File: config.mk
export PLATFORM = sky130hd
export DESIGN_NAME = sdram_wfifo_ctrl
export DESIGN_NICKNAME = d
export VERILOG_FILES = /design/src/rtl/sdram_wfifo_ctrl.sv
export SDC_FILE = /design/constraint.sdc
export NUM_CORES = 2
export LEC_CHECK = 0
export CORE_MARGIN = 1.5
export CORE_UTILIZATION = 30
export DETAILED_ROUTE_END_ITERATION = 8
export PLACE_DENSITY = 0.48
export SLEW_MARGIN = 40
export SYNTH_ARGS = -nofsm -noshare
export SYNTH_HDL_FRONTEND = slang
export SYNTH_SLANG_ARGS = --single-unit
File: constraint.sdc
create_clock -name sclk -period 3.1 [get_ports sclk]
set_clock_uncertainty 0.2 [all_clocks]
set_input_delay 0.62 -clock sclk [delete_from_list [all_inputs] [get_ports sclk]]
set_output_delay 0.62 -clock sclk [all_outputs]
set_load 0.02 [all_outputs]
File: src/rtl/sdram_wfifo_ctrl.sv
// Write-side FWFT byte FIFO in front of sdram_write, with a one-shot burst trigger.
// Define SDRAM_WFIFO_ERRSTAT_EN to build the sticky ovf/udf flags and the drop counter.
module sdram_wfifo_ctrl #(
  parameter int DEPTH  = 512,
  parameter int AW     = 9,
  parameter int THRESH = 4
) (
  input  logic          sclk,
  input  logic          reset,
  input  logic [7:0]    in_data,
  input  logic          in_valid,
  input  logic          wfifo_rd_en,
  output logic [7:0]    wfifo_rd_data,
  output logic          wr_trig,
  output logic          empty,
  output logic          full,
  output logic [AW:0]   level,
  output logic          ovf,
  output logic          udf,
  output logic [7:0]    drop_cnt
);

  // state   | meaning
  // S_FILL  | buffering, waiting for level >= THRESH
  // S_TRIG  | one-cycle wr_trig pulse to sdram_write
  // S_DRAIN | burst in progress, back to S_FILL once drained and idle
  typedef enum logic [1:0] {
    S_FILL  = 2'd0,
    S_TRIG  = 2'd1,
    S_DRAIN = 2'd2
  } state_e;

  localparam logic [AW:0] THRESH_L = (AW+1)'(THRESH);

  logic [7:0]  mem_q [DEPTH];
  logic [AW:0] wp_q, wp_d;
  logic [AW:0] rp_q, rp_d;
  logic        push, pop;
  state_e      state_q, state_d;

  // The extra wrap bit on each pointer separates full from empty.
  assign empty = (wp_q == rp_q);
  assign full  = (wp_q[AW-1:0] == rp_q[AW-1:0]) && (wp_q[AW] != rp_q[AW]);
  assign level = wp_q - rp_q;

  assign push = in_valid && !full;
  assign pop  = wfifo_rd_en && !empty;

  assign wp_d = push ? wp_q + (AW+1)'(1) : wp_q;
  assign rp_d = pop  ? rp_q + (AW+1)'(1) : rp_q;

  always_ff @(posedge sclk) begin
    if (reset) begin
      wp_q <= '0;
      rp_q <= '0;
    end else begin
      wp_q <= wp_d;
      rp_q <= rp_d;
    end
  end

  // Storage is intentionally not reset; the pointers define what is valid.
  always_ff @(posedge sclk) begin
    if (push) begin
      mem_q[wp_q[AW-1:0]] <= in_data;
    end
  end

  assign wfifo_rd_data = mem_q[rp_q[AW-1:0]];

  always_ff @(posedge sclk) begin
    if (reset) begin
      state_q <= S_FILL;
    end else begin
      state_q <= state_d;
    end
  end

  always_comb begin
    state_d = state_q;
    unique case (state_q)
      S_FILL: begin
        if (level >= THRESH_L) begin
          state_d = S_TRIG;
        end
      end
      S_TRIG: begin
        state_d = S_DRAIN;
      end
      S_DRAIN: begin
        if (empty && !push) begin
          state_d = S_FILL;
        end
      end
      default: begin
        state_d = S_FILL;
      end
    endcase
  end

  always_comb begin
    wr_trig = 1'b0;
    if (state_q == S_TRIG) begin
      wr_trig = 1'b1;
    end
  end

`ifdef SDRAM_WFIFO_ERRSTAT_EN
  logic       ovf_q, ovf_d;
  logic       udf_q, udf_d;
  logic [7:0] drop_q, drop_d;
  logic       drop_ev;

  assign drop_ev = in_valid && full;

  always_comb begin
    ovf_d  = ovf_q;
    udf_d  = udf_q;
    drop_d = drop_q;
    if (drop_ev) begin
      ovf_d = 1'b1;
      if (drop_q != 8'hFF) begin
        drop_d = drop_q + 8'd1;
      end
    end
    if (wfifo_rd_en && empty) begin
      udf_d = 1'b1;
    end
  end

  always_ff @(posedge sclk) begin
    if (reset) begin
      ovf_q  <= 1'b0;
      udf_q  <= 1'b0;
      drop_q <= '0;
    end else begin
      ovf_q  <= ovf_d;
      udf_q  <= udf_d;
      drop_q <= drop_d;
    end
  end

  assign ovf      = ovf_q;
  assign udf      = udf_q;
  assign drop_cnt = drop_q;
`else
  assign ovf      = 1'b0;
  assign udf      = 1'b0;
  assign drop_cnt = 8'd0;
`endif

endmodule
==> reports/results.ini <==
[grt]
grt_pass1_vias=84290
grt_start_max_net_pins=160
grt_pass1_wl_mm=641.4
grtUsageTotal=0.1645
antenna_found_initial=17
overflow=0

[worst_setup_path]
reg2regPathDepth=12
arrival_ns=4.58
worstSetupStartpointType=flip-flop
slowest_stage=nor4_4
r2r_end=state_q[0]$_SDFFE_PP0P_
crit_path_frequent_cell=buf_12
crit_fanout=5
critical_path_required_ns=2.28
r2r_start=wp_q[0]$_SDFFE_PP0P_
worstPathCellList=buf_12 > buf_16 > buf_12 > buf_16 > mux4_2 > mux2_4 > o22ai_4 > a211oi_2 > nor4_4 > buf_4 > a22oi_2 > and3_4 > buf_12
worst-path-buf-inv=6
slowest_delay_ns=0.62
r2r_slack_ns=0.07
cp_top_family=buffers and inverters
crit_path_end_kind=output port
worst-setup-path-type=flip-flop to output port

[sta]
finalHoldViolCount=0
drv_slew=0
tightest_slew_ns=0.8532
tns_ns=-22.11
rsz0062_at_grt=true
layout_min_cycle_time_ns=5.405
layout_setup_ws_ns=-2.305
whs_ns=0.1231
relSlewSlack=0.4312
fmax_mhz=185.0
post-route-period-util=1.743
setup_viol=18

[power_and_ir_drop]
peakVddDrop_v=0.0004345
leakagePower_nw=61.94
p_int_mw=99.84
clkPwrFrac=0.399
p_total_mw=129.7
seq_power_share=0.473
switching_share=0.2302
power_density_mw_per_mm2=656.2
combinationalPowerShare=0.128
p_sw_mw=29.86

[synthesis]
ys_ff_latch=4127
ys_async_sr_fraction=0
ys_seq_area_frac=0.7748
avgSynthCellArea_um2=21.29
netlist_area_mm2=0.1596
synth_top_flop_cell=edfxtp_1
yosysWarnings=0
syn-instance-count=7494
synth_edf_count=4096
ys_types=55

[drt]
drc=0
vias=80760
dr.pass1.iters=5
drt_iter0_drc=7812
avgRoutedWirePerCell_um=27.51
vias_per_cell=4.916
routed_wl_mm=451.9
drtAntennaViolNets=0

[final_layout]
final_cells=16430
layout-drive-gt1-share=0.3736
syn2layout_area_growth_pct=23.88
nets=9098
fin_util=0.3735

[placement]
gp_congestion=0.7905
hpwl_mm=292.9
io_buffer_count=32
dp_cells=15530

[clock_tree]
cts-root-buf=clkbuf_16
clk-insertion-delay-late_ns=1.01
cts_buffers=436
cts.sinks=4127
clockBufferDepth=4
path_clk_slew_ns=0.06
cts.htree.levels=5
cts_tree=yes

[hold_path]
whs_path_depth=3
hold_path_class=primary input to flip-flop
min_from=wfifo_rd_en

[die]
chipHeight_um=732.3
coreArea_mm2=0.5292
die_w_um=732.3
ios=43
initial_core_util=0.3015
rows=267
design.die.area_mm2=0.5362

[status]
status=finished with violations
violations=setup timing

[job]
cap_viol_max_count=0

-- timing repair --
| action | in CTS | in global routing |
|---|---|---|
| pin swaps | 56 | 44 |
| setup endpoints to repair | 3651 | 1435 |
| hold buffers | 8 | 0 |
| endpoints found under the hold margin | 302 | 0 |
| buffers inserted | 40 | 31 |
| gates resized for setup | 380 | 111 |
| cloned | 21 | 4 |
-- power by group through the flow --
stage	sequential, mW	combinational (mW)	clock (mW)
5_1_grt	61.3	17.6	54.9
3_5_place_dp	62.6	14.9	0
2_1_floorplan	62.6	8.93	0
6_report	61.4	16.6	51.7
4_1_cts	61.4	16.5	52.8
3_3_place_gp	62.6	14.8	0
-- metal layers --
layer | global-route usage | part of all wire | vias up
met5 | 0 | 0 | -
met4 | 0.03733 | 0.023 | 0
met3 | 0.02246 | 0.052 | 498
met2 | 0.2730 | 0.49 | 2185
met1 | 0.2304 | 0.44 | 43770
li1 | - | - | 34300
-- layout by cell type, fill, tap and decap left out, types with 11 or more instances in the layout --
| cell type | instances |
|---|---|
| dfxtp_1 | 13 |
| clkbuf_16 | 446 |
| a21oi_1 | 99 |
| edfxtp_1 | 4096 |
| nand4_1 | 18 |
| nor2_2 | 18 |
| clkinv_4 | 12 |
| bufbuf_16 | 11 |
| buf_8 | 13 |
| o21ai_1 | 20 |
| clkinv_2 | 75 |
| buf_6 | 51 |
| buf_12 | 201 |
| o2bb2ai_2 | 12 |
| clkinvlp_4 | 21 |
| mux2i_2 | 23 |
| nand2_1 | 151 |
| nand3_1 | 77 |
| buf_4 | 1274 |
| a21oi_2 | 17 |
| o21ai_0 | 172 |
| o22ai_1 | 86 |
| nand3_2 | 20 |
| o221ai_1 | 19 |
| buf_16 | 33 |
| mux2i_1 | 228 |
| clkbuf_1 | 76 |
| clkinv_1 | 99 |
| a221oi_1 | 12 |
| mux4_2 | 1025 |
| nand2_4 | 13 |
| o2bb2ai_1 | 20 |
| bufinv_16 | 43 |
| nor2_1 | 609 |
| mux2_2 | 29 |
-- cell type report --
| type | instances | area (µm²) |
|---|---|---|
| Antenna cell | 3 | 7.507 |
| Clock buffer | 527 | 11470 |
| Clock inverter | 269 | 2579 |
| Fill cell | 48180 | 331500 |
| Inverter | 16 | 67.56 |
| Multi-Input combinational cell | 2888 | 35260 |
| Sequential cell | 4127 | 123700 |
| Tap cell | 6994 | 8751 |
| Timing Repair Buffer | 1602 | 15860 |
-- metrics by stage --
stage,area (µm²),setup slack (ns)
finish,197700,-2.305
global route,197700,-2.347
CTS,196800,-2.360
detailed placement,180400,-2.008
global placement,180300,-2.782
floorplan,159700,-0.0007652
-- flip-flops by register name, indices dropped and copies added, names as in the netlist, named ones only --
register  flops
state_q       2
mem_q      4096
wp_q         10
rp_q         10
-- worst max path at each step --
| stage | from | endpoint | cells past startpoint |
|---|---|---|---|
| floorplan | flip-flop | wfifo_rd_data[6] | 10 |
| global placement | flip-flop | wfifo_rd_data[6] | 12 |
| detailed placement | flip-flop | wfifo_rd_data[6] | 14 |
| CTS | flip-flop | wfifo_rd_data[6] | 13 |
| global route | flip-flop | wfifo_rd_data[6] | 13 |
| finish | flip-flop | wfifo_rd_data[6] | 13 |
-- worst reg2reg max path, delay by kind of cell, from the launching register on --
kind	cells	cell delay [ns]
buffers and inverters	3	0.25
AND/OR/NAND/NOR	2	0.74
adder cells (fa/ha/maj)	2	0.51
AO/OA/AOI/OAI	4	0.74
XOR/XNOR	1	0.14
flip-flops	1	0.33
-- logic make-up (layout without fill, tap and decap cells) --
kind of cell | count (synthesis) | count (layout) | synth area share
compound gates | 529 | 529 | 0.01981
simple gates | 999 | 999 | 0.02614
flops | 4127 | 4127 | 0.7748
buf+inv | 488 | 2414 | 0.01382
xor+xnor | 24 | 24 | 0.001317
other cells | 1 | 13 | 0.00002350
mux | 1311 | 1311 | 0.1629
fa+ha+maj | 15 | 15 | 0.001223
-- cells in the mapped netlist (47+ instances only) --
cell	instances	area share
buf_1	62	0.0015
edfxtp_1	4096	0.77
nand2_1	173	0.0041
o22ai_1	98	0.0038
mux2i_1	254	0.016
mux4_2	1025	0.14
clkbuf_1	236	0.0056
buf_4	47	0.0022
a21oi_1	119	0.0037
nand3_1	98	0.0031
o21ai_0	199	0.0062
nor2_1	632	0.015
buf_2	121	0.0038
Power figures use the tool's default switching activity.
